**src/rtl/dadda_seq_mult16_if.sv**
```systemverilog
// Operand/result handshake bundle for the folded 16x16 multiplier.
// The master side is the producer/consumer pair; the slave side is the multiplier.
interface dadda_seq_mult16_if;
    logic        in_valid;
    logic        in_ready;
    logic [15:0] a;
    logic [15:0] b;
    logic        out_valid;
    logic        out_ready;
    logic [31:0] p;
    logic        busy;

    modport master (
        output in_valid, a, b, out_ready,
        input  in_ready, out_valid, p, busy
    );

    modport slave (
        input  in_valid, a, b, out_ready,
        output in_ready, out_valid, p, busy
    );
endinterface

```
**src/rtl/dadda_seq_mult16.sv**
```systemverilog
// Folded 16x16 unsigned multiplier: one 8x8 Dadda core reused over four steps,
// with the partial products accumulated into a registered 32-bit product.

module dadda_8 (
    input  logic [7:0]  a_i,
    input  logic [7:0]  b_i,
    output logic [15:0] p_o
);
    localparam int unsigned W    = 8;
    localparam int unsigned COLS = 2 * W;

    logic            col  [COLS][W];
    logic            ncol [COLS][W];
    int              cnt  [COLS];
    int              ncnt [COLS];
    logic [COLS-1:0] row0;
    logic [COLS-1:0] row1;
    logic            fa_s;
    logic            fa_c;
    int              idx;
    int              avail;
    int              excess;
    int              d;

    // Column reduction with Dadda height targets 6,4,3,2, then one carry-propagate add.
    always_comb begin
        fa_s   = 1'b0;
        fa_c   = 1'b0;
        idx    = 0;
        avail  = 0;
        excess = 0;
        d      = 0;
        for (int c = 0; c < COLS; c++) begin
            cnt[c]  = 0;
            ncnt[c] = 0;
            for (int j = 0; j < W; j++) begin
                col[c][j]  = 1'b0;
                ncol[c][j] = 1'b0;
            end
        end
        for (int i = 0; i < W; i++) begin
            for (int j = 0; j < W; j++) begin
                col[4'(i + j)][3'(cnt[4'(i + j)])] = a_i[i] & b_i[j];
                cnt[4'(i + j)] = cnt[4'(i + j)] + 1;
            end
        end
        for (int st = 0; st < 4; st++) begin
            d = (st == 0) ? 6 : (st == 1) ? 4 : (st == 2) ? 3 : 2;
            for (int c = 0; c < COLS; c++) begin
                ncnt[c] = 0;
                for (int j = 0; j < W; j++) ncol[c][j] = 1'b0;
            end
            for (int c = 0; c < COLS; c++) begin
                idx = 0;
                for (int k = 0; k < 4; k++) begin
                    avail  = cnt[c] - idx;
                    excess = avail + ncnt[c] - d;
                    if (excess >= 2 && avail >= 3) begin
                        fa_s = col[c][3'(idx)] ^ col[c][3'(idx + 1)] ^ col[c][3'(idx + 2)];
                        fa_c = (col[c][3'(idx)] & col[c][3'(idx + 1)])
                             | (col[c][3'(idx)] & col[c][3'(idx + 2)])
                             | (col[c][3'(idx + 1)] & col[c][3'(idx + 2)]);
                        idx  = idx + 3;
                    end else if (excess >= 1 && avail >= 2) begin
                        fa_s = col[c][3'(idx)] ^ col[c][3'(idx + 1)];
                        fa_c = col[c][3'(idx)] & col[c][3'(idx + 1)];
                        idx  = idx + 2;
                    end else begin
                        continue;
                    end
                    ncol[c][3'(ncnt[c])] = fa_s;
                    ncnt[c] = ncnt[c] + 1;
                    if (c < COLS - 1) begin
                        ncol[4'(c + 1)][3'(ncnt[4'(c + 1)])] = fa_c;
                        ncnt[4'(c + 1)] = ncnt[4'(c + 1)] + 1;
                    end
                end
                for (int j = 0; j < W; j++) begin
                    if (j >= idx && j < cnt[c]) begin
                        ncol[c][3'(ncnt[c])] = col[c][j];
                        ncnt[c] = ncnt[c] + 1;
                    end
                end
            end
            col = ncol;
            cnt = ncnt;
        end
        for (int c = 0; c < COLS; c++) begin
            row0[c] = col[c][0];
            row1[c] = col[c][1];
        end
        p_o = row0 + row1;
    end
endmodule

module dadda_seq_mult16 #(
    parameter bit SKIP_ZERO = 1'b0
) (
    input  logic                clk,
    input  logic                rst,
    dadda_seq_mult16_if.slave   bus_if
);
    typedef enum logic [1:0] {
        IDLE = 2'd0,
        CALC = 2'd1,
        DONE = 2'd2
    } state_e;

    state_e      state_q, state_d;
    logic [1:0]  step_q, step_d;
    logic [31:0] acc_q, acc_d;
    logic [31:0] p_q, p_d;
    logic        out_valid_q, out_valid_d;
    logic [15:0] ra_q, ra_d;
    logic [15:0] rb_q, rb_d;
    logic [7:0]  core_a, core_b;
    logic [15:0] pp;
    logic [31:0] term;

    // Step bit 0 selects the high byte of ra, step bit 1 the high byte of rb.
    always_comb begin
        core_a = step_q[0] ? ra_q[15:8] : ra_q[7:0];
        core_b = step_q[1] ? rb_q[15:8] : rb_q[7:0];
        unique case (step_q)
            2'd0:    term = 32'(pp);
            2'd3:    term = 32'(pp) << 16;
            default: term = 32'(pp) << 8;
        endcase
    end

    dadda_8 u_core (
        .a_i (core_a),
        .b_i (core_b),
        .p_o (pp)
    );

    always_ff @(posedge clk or posedge rst) begin
        if (rst) begin
            state_q     <= IDLE;
            step_q      <= 2'd0;
            acc_q       <= 32'd0;
            p_q         <= 32'd0;
            out_valid_q <= 1'b0;
            ra_q        <= 16'd0;
            rb_q        <= 16'd0;
        end else begin
            state_q     <= state_d;
            step_q      <= step_d;
            acc_q       <= acc_d;
            p_q         <= p_d;
            out_valid_q <= out_valid_d;
            ra_q        <= ra_d;
            rb_q        <= rb_d;
        end
    end

    always_comb begin
        state_d     = state_q;
        step_d      = step_q;
        acc_d       = acc_q;
        p_d         = p_q;
        out_valid_d = out_valid_q;
        ra_d        = ra_q;
        rb_d        = rb_q;
        unique case (state_q)
            IDLE: begin
                if (bus_if.in_valid) begin
                    ra_d   = bus_if.a;
                    rb_d   = bus_if.b;
                    acc_d  = 32'd0;
                    step_d = 2'd0;
                    if (SKIP_ZERO && (bus_if.a == 16'd0 || bus_if.b == 16'd0)) begin
                        p_d         = 32'd0;
                        out_valid_d = 1'b1;
                        state_d     = DONE;
                    end else begin
                        state_d = CALC;
                    end
                end
            end
            CALC: begin
                acc_d  = acc_q + term;
                step_d = step_q + 2'd1;
                if (step_q == 2'd3) begin
                    p_d         = acc_q + term;
                    out_valid_d = 1'b1;
                    state_d     = DONE;
                end
            end
            DONE: begin
                if (out_valid_q && bus_if.out_ready) begin
                    out_valid_d = 1'b0;
                    state_d     = IDLE;
                end
            end
            default: begin
                state_d = IDLE;
            end
        endcase
    end

    assign bus_if.in_ready  = (state_q == IDLE);
    assign bus_if.busy      = (state_q != IDLE);
    assign bus_if.out_valid = out_valid_q;
    assign bus_if.p         = p_q;
endmodule

```
**src/flat_wrapper.sv**
```systemverilog
// flat-port wrapper written by rule: the top's interface ports become plain ports
module dadda_seq_mult16_flat 
#(
    parameter bit SKIP_ZERO = 1'b0
)
  (clk, rst, bus_if_in_valid, bus_if_a, bus_if_b, bus_if_out_ready, bus_if_in_ready, bus_if_out_valid, bus_if_p, bus_if_busy);
  dadda_seq_mult16_if bus_if_i ();
  input  logic clk;
  input  logic rst;
  input wire logic [$bits(bus_if_i.in_valid)-1:0] bus_if_in_valid;
  input wire logic [$bits(bus_if_i.a)-1:0] bus_if_a;
  input wire logic [$bits(bus_if_i.b)-1:0] bus_if_b;
  input wire logic [$bits(bus_if_i.out_ready)-1:0] bus_if_out_ready;
  output wire logic [$bits(bus_if_i.in_ready)-1:0] bus_if_in_ready;
  output wire logic [$bits(bus_if_i.out_valid)-1:0] bus_if_out_valid;
  output wire logic [$bits(bus_if_i.p)-1:0] bus_if_p;
  output wire logic [$bits(bus_if_i.busy)-1:0] bus_if_busy;
  assign bus_if_i.in_valid = bus_if_in_valid;
  assign bus_if_i.a = bus_if_a;
  assign bus_if_i.b = bus_if_b;
  assign bus_if_i.out_ready = bus_if_out_ready;
  assign bus_if_in_ready = bus_if_i.in_ready;
  assign bus_if_out_valid = bus_if_i.out_valid;
  assign bus_if_p = bus_if_i.p;
  assign bus_if_busy = bus_if_i.busy;
  dadda_seq_mult16 #(.SKIP_ZERO(SKIP_ZERO)) u_core (.clk(clk), .rst(rst), .bus_if(bus_if_i));
endmodule
```
**config.mk**
```make
export PLATFORM = sky130hd
export DESIGN_NAME = dadda_seq_mult16_flat
export DESIGN_NICKNAME = d
export VERILOG_FILES = /design/src/rtl/dadda_seq_mult16_if.sv /design/src/rtl/dadda_seq_mult16.sv /design/src/flat_wrapper.sv
export SDC_FILE = /design/constraint.sdc
export NUM_CORES = 1
export LEC_CHECK = 0
export BUFFER_PORTS_ARGS = -buffer_cell sky130_fd_sc_hd__buf_2
export CAP_MARGIN = 20
export CELL_PAD_IN_SITES_DETAIL_PLACEMENT = 0
export CELL_PAD_IN_SITES_GLOBAL_PLACEMENT = 1
export CORE_ASPECT_RATIO = 1.4
export CORE_MARGIN = 5
export CORE_UTILIZATION = 45
export DETAILED_ROUTE_END_ITERATION = 10
export PLACE_DENSITY_LB_ADDON = 0.15
export SLEW_MARGIN = 40
export SYNTH_ARGS = -nofsm -noshare
export SYNTH_HDL_FRONTEND = slang
export SYNTH_SLANG_ARGS = --single-unit
```
**constraint.sdc**
```tcl
create_clock -name clk -period 7.6 [get_ports clk]
set_input_delay 0.38 -clock clk [delete_from_list [all_inputs] [get_ports clk]]
set_output_delay 0.38 -clock clk [all_outputs]
set_load 0.02 [all_outputs]
```
==> impl_results.md, run 1 <==
* Sequential area share after synthesis at 40.39%
* Clock buffer depth at 2
* Critical Path Stages at 19
* Clock sinks at 93
* Final period utilization at 79.59%
* Worst reg-to-reg path cell count at 19
* Synth Warn # at 0
* Crit. End Element: register
* Avg Inst Size Synth at 9.146 um2
* Startpoint Class: register
* N_diodes at 0
* CP cell instances: mux2i_1 > nor2_1 > ha_1 > fa_1 > ha_1 > ha_1 > inv_1 > o21bai_1 > a21oi_1 > o21ai_0 > a22o_1 > ha_1 > and2_4 > and4_1 > or4b_1 > a31oi_1 > o21ai_1 > or3_1 > o21ai_1
* Top cell type by total area after synthesis: dfrtp_1
* Post-synth EDFFs at 0
* Share of layout cells above drive strength 1 at 16.54%
* CTS clk-pin slew, worst paths at 0.06 ns
* Crit Path Category: register to register
* ANT nets after route at 0
* Worst EP arrival at 6.32 ns
* Core area at 12690 um2
* DRT iter0 DRCs at 155
* Predominant post-synthesis flop cell: dfrtp_1
* Synth area leaders: dfrtp_1, ha_1, o21ai_0
* Multi-input logic area at 3262 um2
* Filler Cell Count at 1208
* DR WL/cell at 16.60 um
* Synth top area share at 40.39%
* Most used cell, CP: ha_1
* CTS tree: done
* Remaining routing DRC violations at 0
* TritonRoute pass-1 iters at 4
* Reg2Reg Setup Slack at 1.55 ns
* Synth Register Bits at 93
* Slowest stage delay, CP at 0.73 ns
* Via density at 5.500
* Asr flop ratio synth at 100.0%
* Outcome: finished, final reports clean
* Net Count, Synth at 714
* # port buffers at 62
* Clk root buf: clkbuf_16
* Num rows at 49
* Total Routed Length at 13.88 mm
* Vias in the first global route at 4614
* TNS Setup at 0 ns
* Slew at the pin closest to its max-slew limit at 0.8035 ns
* Max Cap Viol at 0
* Skew final at 0.007461 ns
* Initial Util at 45.40%
* Sequential cell area at 2327 um2
* Initial antenna violation count at 0
* Final setup fails at 0
* Post-CTS setup buffers at 0
* Synthesized area at 5762 um2
* Max H-tree Level at 3
* Unique masters post-synth at 49
* Die height at 143.9 um
* Gr ovfl total at 0
* CP top delay family: adder cells
* Cts hold-fix bufs at 0
* Area grow syn2layout at 13.53%
* Via count at 4598
* Buf/Inv on CP at 1
* Largest net degree at the start of global routing at 53
* Worst-skew pair later-pin latency at 0.35 ns
* Total I/O pin count at 71
* Die Wd at 105.6 um
* Rel. slew slack at 44.90%
* Dpl hpwl at 10.55 mm
* Nets at 762
* RSZ-0062 raised after global routing: no
* Routability cong. at 0.8240
* Max-slew violations at 0
* Tmin final at 6.049 ns
* CP Max Fanout at 9
* HP Class: primary input to asynchronous set/reset pin
* Slowest cell on crit path: mux2i_1
* Cells after synthesis at 630
* Die area at 15200 um2
* First-pass GRT wire length at 23.12 mm
* Fmax at 0.1653 GHz
* GR Util All Layers at 19.23%
* Fin. Hold Viols at 0
* Cts repair resizes at 0
* Critical path data required time at 7.87 ns
* Num CTS Buffers at 9
worst paths after layout:
| check | start | to |
|---|---|---|
| setup / recovery | u_core.step_q[0]$_DFFE_PP0P_ | u_core.acc_q[26]$_DFFE_PP0P_ |
| hold / removal | rst | u_core.bus_if.p[0]$_DFFE_PP0P_ |
| setup reg to reg | u_core.step_q[0]$_DFFE_PP0P_ | u_core.acc_q[26]$_DFFE_PP0P_ |
| hold reg to reg | u_core.bus_if.p[1]$_DFFE_PP0P_ | u_core.bus_if.p[1]$_DFFE_PP0P_ |
| max in group asynchronous | rst | u_core.acc_q[7]$_DFFE_PP0P_ |
| min in group clk | bus_if_b[13] | u_core.rb_q[13]$_DFFE_PP0P_ |
worst register-to-register path: stages, from the launching register on:
cell and delay [ns]:
dfrtp_1 0.53, mux2i_1 0.73, nor2_1 0.12, ha_1 0.35, fa_1 0.48, ha_1 0.30
ha_1 0.32, inv_1 0.09, o21bai_1 0.08, a21oi_1 0.22, o21ai_0 0.24, a22o_1 0.29
ha_1 0.41, and2_4 0.20, and4_1 0.23, or4b_1 0.47, a31oi_1 0.32, o21ai_1 0.17
or3_1 0.33, o21ai_1 0.09
cells by family after synthesis:
kind of cell    after synthesis  share of synthesized area (%)
compound gates              159                          16.35
mux                          36                          6.775
simple gates                209                          16.31
fa+ha+maj                    48                          11.08
xor+xnor                     38                          5.776
flops                        93                          40.39
buf+inv                      47                          3.322
per-stage QoR:
step	util (%)	hold slack, ns	instance area [um2]	setup slack (ns)	std cells
2_1_floorplan	-	0.4563	5762	2.281	630
3_3_place_gp	48.67	0.4538	6177	1.601	820
3_5_place_dp	48.77	0.4569	6190	1.541	820
4_1_cts	51.53	0.1815	6540	1.462	836
5_1_grt	51.54	0.1483	6541	1.131	836
6_report	51.54	0.08409	6541	1.551	836
registers in the layout (all words and copies together), names as in the netlist:
register / count
u_core.acc_q: 32
u_core.bus_if.out_valid: 1
u_core.bus_if.p: 32
u_core.ra_q: 8
u_core.rb_q: 16
u_core.state_q: 2
u_core.step_q: 2
metal layers:
layer	up-vias	part of all wire [%]	routed length, um	track usage, %
li1	2317	-	-	-
met1	2186	44	6126	23.56
met2	74	50	7003	34.24
met3	21	2.8	385	2.517
met4	0	2.6	363	7.776
met5	-	0	0	0
synth_stat cells (2+ instances only):
cell type / n
ha_1: 43
nand4_1: 7
xor2_1: 16
a21oi_1: 34
and3_1: 3
dfrtp_1: 93
nor2_1: 59
o21ai_1: 6
a21o_1: 10
a31oi_1: 6
a221oi_1: 2
nand2_1: 78
a22o_1: 2
xnor2_1: 22
or2_2: 2
o21bai_1: 5
and2_1: 8
nand3_1: 27
o211ai_1: 7
or3_1: 8
fa_1: 5
o21ai_0: 67
or4_1: 3
a21boi_0: 2
o31ai_1: 3
mux2i_1: 12
nor3_1: 3
o21a_1: 6
inv_1: 18
nor2b_1: 6
buf_2: 3
clkbuf_1: 24
mux2_2: 24
cell usage in the layout (no fill, tap or decap), drive strengths merged, types with 6 or more instances in the layout:
cell type | Yosys | layout
o211ai | 7 | 7
buf | 5 | 66
nand3 | 27 | 27
xnor2 | 22 | 22
inv | 18 | 18
mux2i | 12 | 12
nor2b | 6 | 6
dfrtp | 93 | 93
a31oi | 6 | 6
o21a | 6 | 6
or3 | 8 | 8
nor2 | 59 | 59
ha | 43 | 43
nand4 | 7 | 7
clkbuf | 24 | 11
a21o | 10 | 10
and2 | 9 | 9
o21ai | 73 | 73
xor2 | 16 | 16
mux2 | 24 | 24
nand2 | 78 | 78
a21oi | 34 | 34
cell type report:
| class | instances | share of cell area (%) |
|---|---|---|
| flip-flops and latches | 93 | 35.58 |
| well taps | 153 | 2.927 |
| inverters | 18 | 1.071 |
| clock buffers | 11 | 3.711 |
| repair buffers | 66 | 5.203 |
| clock inverters | 5 | 1.645 |
| multi-input cells | 490 | 49.87 |
Power of run 1 is left out: the tool's default activity adds up to more than one toggle a clock period on the data nets, which glitch-free logic cannot reach.
==> inputs of run 2 (changes only) <==
==> constraint.sdc (replaced) <==
create_clock -name clk -period 5.7 [get_ports clk]
set_input_delay 0.285 -clock clk [delete_from_list [all_inputs] [get_ports clk]]
set_output_delay 0.285 -clock clk [all_outputs]
set_load 0.02 [all_outputs]
==> impl_results.md, run 2 (same netlist as run 1, synthesis figures left out) <==
* Busiest layer in global routing: met2
* Total Routed Length at 14.13 mm
* Cts hold-fix bufs at 0
* Clock sinks at 93
* Vias in the first global route at 4858
* Dpl hpwl at 10.77 mm
* Final setup fails at 0
* Area grow syn2layout at 17.50%
* Failing checks: hold timing
* Sequential cell area at 2328 um2
* Filler Cell Count at 1226
* CP Max Fanout at 9
* Max H-tree Level at 3
* Num rows at 49
* Routability cong. at 0.8815
* N_diodes at 0
* HP Class: primary input to asynchronous set/reset pin
* Final std cell area, no fill at 6770 um2
* DRT iter0 DRCs at 200
* ANT nets after route at 0
* RSZ-0062 raised after global routing: no
* First-pass GRT wire length at 24.14 mm
* Die Wd at 105.6 um
* Rel. slew slack at 45.53%
* DR WL/cell at 16.28 um
* Remaining routing DRC violations at 0
* Fmax at 0.1887 GHz
* CTS clk-pin slew, worst paths at 0.07 ns
* Post-Layout Cell Count at 868
* TritonRoute pass-1 iters at 4
* Via count at 4717
* Tmin final at 5.300 ns
* Slew at the pin closest to its max-slew limit at 0.8154 ns
* Crit Path Category: register to register
* Skew final at 0.008621 ns
* Gr ovfl total at 0
* Initial antenna violation count at 0
* Placement-stage cell area at 6407 um2
* # port buffers at 62
* Met1 Use GR at 24.19%
* Total I/O pin count at 71
* Clk root buf: clkbuf_16
* Num CTS Buffers at 9
* Initial Util at 45.40%
* Clock buffer depth at 2
* Die height at 143.9 um
* WHS at -0.01222 ns
* Nets at 794
* TNS Setup at 0 ns
* Final period utilization at 92.98%
* Placed insts at 849
* Worst EP arrival at 5.57 ns
* Max Cap Viol at 0
* Fin. Hold Viols at 11
* Via density at 5.434
* Commonest non-fill, non-tap cell in the layout: dfrtp_1
* Share of layout cells above drive strength 1 at 20.84%
* CTS tree: done
* Startpoint Class: register
* Multi-input logic area at 3274 um2
* Die area at 15200 um2
* Global routing usage on met3 at 3.101%
* GR Util All Layers at 19.90%
* Max-slew violations at 0
* Core area at 12690 um2
* Largest net degree at the start of global routing at 53
* Critical path data required time at 5.97 ns
* Worst-skew pair later-pin latency at 0.35 ns
* Outcome: complete, but fails checks
* Crit. End Element: register
* Most frequent cells in the layout: dfrtp_1, nand2_1, o21ai_0
* Met2 GRT Util at 35.75%
## run 2: through the flow
stage | utilization (%) | hold WS [ns] | setup slack [ns]
after detailed placement | 50.49 | 0.4579 | 0.1460
after floorplan | - | 0.4356 | 0.3814
final | 53.35 | -0.01222 | 0.4001
after global routing | 53.35 | 0.05454 | 0.01391
after CTS | 53.05 | 0.08798 | 0.1191
after global placement | 50.39 | 0.4513 | 0.2479
## run 2: routing by layer
layer  vias to the layer above  share of wire, %
met5                         -                 0
met3                        19               2.9
met4                         0               2.3
met2                        87                51
met1                      2241                44
li1                       2370                 -
## run 2: worst paths after layout
| kind | slack [ns] | start | to | cells past startpoint |
|---|---|---|---|---|
| hold / removal | -0.01 | rst | u_core.bus_if.p[0]$_DFFE_PP0P_ | 2 |
| min in group clk | 0.17 | bus_if_a[9] | u_core.ra_q[9]$_DFFE_PP0P_ | 2 |
| max in group asynchronous | 4.61 | rst | u_core.step_q[0]$_DFFE_PP0P_ | 3 |
| setup reg to reg | 0.40 | u_core.step_q[0]$_DFFE_PP0P_ | u_core.acc_q[28]$_DFFE_PP0P_ | 21 |
| hold reg to reg | 0.47 | u_core.bus_if.p[1]$_DFFE_PP0P_ | u_core.bus_if.p[1]$_DFFE_PP0P_ | 2 |
| setup / recovery | 0.40 | u_core.step_q[0]$_DFFE_PP0P_ | u_core.acc_q[28]$_DFFE_PP0P_ | 21 |
## run 2: cell type report
class | instances | area share [%]
Inverter | 18 | 1.035
Timing Repair Buffer | 98 | 8.575
Sequential cell | 93 | 34.39
Clock inverter | 5 | 1.220
Clock buffer | 11 | 3.585
Tap cell | 153 | 2.828
Multi-Input combinational cell | 490 | 48.36
## run 2: worst max-delay path, cell delays in order, from the launching register on
cell and delay (ns):
dfrtp_2 0.43, mux2i_1 0.24, buf_4 0.20, nor2_1 0.06, ha_1 0.32, fa_1 0.54, ha_1 0.22, ha_1 0.31
inv_1 0.09, o21bai_1 0.07, a21oi_1 0.22, o21ai_0 0.18, a22o_1 0.27, ha_1 0.40, and2_4 0.18, and4_1 0.20
or4b_1 0.46, a31oi_1 0.18, buf_4 0.14, o21ai_1 0.11, or3_1 0.32, o21ai_1 0.08
## run 2: timing repair
item	4_1_cts	5_1_grt
setup buffers	0	3
resized for setup	0	4
endpoints found under the setup margin	0	20
Power of run 2 is left out for the same reason.
==> inputs of run 3 (changes only) <==
--- a/config.mk
+++ b/config.mk
@@ -5,13 +5,13 @@
 export SDC_FILE = /design/constraint.sdc
 export NUM_CORES = 1
 export LEC_CHECK = 0
-export BUFFER_PORTS_ARGS = -buffer_cell sky130_fd_sc_hd__buf_2
+export BUFFER_PORTS_ARGS = -buffer_cell sky130_fd_sc_hd__buf_4
 export CAP_MARGIN = 20
 export CELL_PAD_IN_SITES_DETAIL_PLACEMENT = 0
 export CELL_PAD_IN_SITES_GLOBAL_PLACEMENT = 1
 export CORE_ASPECT_RATIO = 1.4
 export CORE_MARGIN = 5
-export CORE_UTILIZATION = 45
+export CORE_UTILIZATION = 49
 export DETAILED_ROUTE_END_ITERATION = 10
 export PLACE_DENSITY_LB_ADDON = 0.15
 export SLEW_MARGIN = 40
==> constraint.sdc (replaced) <==
create_clock -name clk -period 6.42 [get_ports clk]
set_input_delay 0.321 -clock clk [delete_from_list [all_inputs] [get_ports clk]]
set_output_delay 0.321 -clock clk [all_outputs]
set_load 0.02 [all_outputs]
==> impl_results.md, run 3 (same netlist as run 1, synthesis figures left out) <==
* Routability cong. at 0.8886
* Final setup fails at 0
* Clock buffer depth at 2
* R2r startpoint: u_core.step_q[0]$_DFFE_PP0P_
* Initial antenna violation count at 0
* Cts hold-fix bufs at 0
* Max-slew violations at 0
* First-pass GRT wire length at 23.77 mm
* Via count at 4652
* Post-CTS setup buffers at 0
* Total Routed Length at 14.07 mm
* Die area at 14060 um2
* Reg2Reg Setup Slack at 0.71 ns
* Most frequent cells in the layout: dfrtp_1, nand2_1, buf_4
* Crit. End Element: register
* Total I/O pin count at 71
* Worst EP arrival at 5.99 ns
* Critical path data required time at 6.69 ns
* Die height at 138.3 um
* Max Cap Viol at 0
* Worst-skew pair later-pin latency at 0.35 ns
* Final Core Density at 57.74%
* Skew final at 0.01049 ns
* HP Class: primary input to asynchronous set/reset pin
* Commonest non-fill, non-tap cell in the layout: dfrtp_1
* Fin. Hold Viols at 0
* Fmax at 0.1750 GHz
* Area grow syn2layout at 17.26%
* Remaining routing DRC violations at 0
* CP Max Fanout at 9
* CP cell instances: mux2i_1 > buf_4 > nor2_1 > ha_1 > fa_1 > ha_1 > ha_1 > a21oi_1 > o21bai_1 > a21oi_1 > xor2_1 > nor2_1 > ha_1 > nand4_1 > or4b_1 > a31oi_1 > o21ai_1 > or3_1 > o21ai_1
* CTS tree: done
* Rel. slew slack at 47.70%
* Cts repair resizes at 0
* Slowest cell on crit path: or4b_1
* Worst reg-to-reg path cell count at 19
* Crit Path Category: register to register
* Startpoint Class: register
* DRT iter0 DRCs at 191
* Clk root buf: clkbuf_16
* GR Util All Layers at 21.23%
* ANT nets after route at 0
* Vias in the first global route at 4838
* Max H-tree Level at 3
* R2R Path End: u_core.acc_q[28]$_DFFE_PP0P_
* Num rows at 47
* # port buffers at 62
* CTS clk-pin slew, worst paths at 0.07 ns
* Dpl hpwl at 10.62 mm
* Core area at 11700 um2
* WHS at 0.02400 ns
* TritonRoute pass-1 iters at 5
* TNS Setup at 0 ns
* Gr ovfl total at 0
* Outcome: finished, final reports clean
* Slew at the pin closest to its max-slew limit at 0.7829 ns
* Share of layout cells above drive strength 1 at 17.03%
* DR WL/cell at 16.87 um
* Slowest stage delay, CP at 0.59 ns
* Via density at 5.578
* Final period utilization at 89.02%
* Nets at 766
* Clock sinks at 93
* Num CTS Buffers at 9
* Most used cell, CP: ha_1
* Die Wd at 101.6 um
* RSZ-0062 raised after global routing: no
* Tmin final at 5.715 ns
* Largest net degree at the start of global routing at 53
* Initial Util at 49.24%
* N_diodes at 0
run 3: worst max-delay path by stage:
stage,depth (start not counted),slack [ns],endpoint,from
after global routing,18,0.32,u_core.acc_q[26]$_DFFE_PP0P_,u_core.step_q[0]$_DFFE_PP0P_
after global placement,18,0.84,u_core.acc_q[28]$_DFFE_PP0P_,u_core.step_q[0]$_DFFE_PP0P_
final,19,0.71,u_core.acc_q[28]$_DFFE_PP0P_,u_core.step_q[0]$_DFFE_PP0P_
after CTS,19,0.71,u_core.acc_q[28]$_DFFE_PP0P_,u_core.step_q[0]$_DFFE_PP0P_
after detailed placement,19,0.74,u_core.acc_q[30]$_DFFE_PP0P_,u_core.step_q[0]$_DFFE_PP0P_
after floorplan,20,1.10,u_core.acc_q[26]$_DFFE_PP0P_,u_core.step_q[0]$_DFFE_PP0P_
run 3: final cells by class:
type / count / area, um2
fillers: 1047 / 4946
multi-input cells: 490 / 3254
flip-flops and latches: 93 / 2327
repair buffers: 70 / 525.5
clock buffers: 9 / 225.2
well taps: 147 / 183.9
clock inverters: 7 / 170.2
inverters: 18 / 70.07
run 3: stage by stage:
stage	cell area [um2]	setup slack [ns]	std cells
6_report	6756	0.7052	834
5_1_grt	6756	0.3194	834
4_1_cts	6755	0.7058	834
3_5_place_dp	6360	0.7391	818
3_3_place_gp	6352	0.8401	818
2_1_floorplan	5762	1.101	630
run 3: layer usage:
metal | vias up | global-route usage, % | routed length, um
met5 | - | 0 | 0
met4 | 0 | 7.003 | 355
met3 | 24 | 3.982 | 496
met2 | 111 | 36.38 | 7241
met1 | 2200 | 26.53 | 5975
li1 | 2317 | - | -
run 3: critical path: cells and delay by family, from the launching register on:
kind                     cells  cell delay [ns]
multiplexers                 1             0.23
AND/OR/NAND/NOR              5             1.36
flip-flops                   1             0.54
buffers and inverters        1             0.20
adder cells (fa/ha/maj)      5             1.87
AO/OA/AOI/OAI                6             1.06
XOR/XNOR                     1             0.37
Power of run 3 is left out for the same reason.
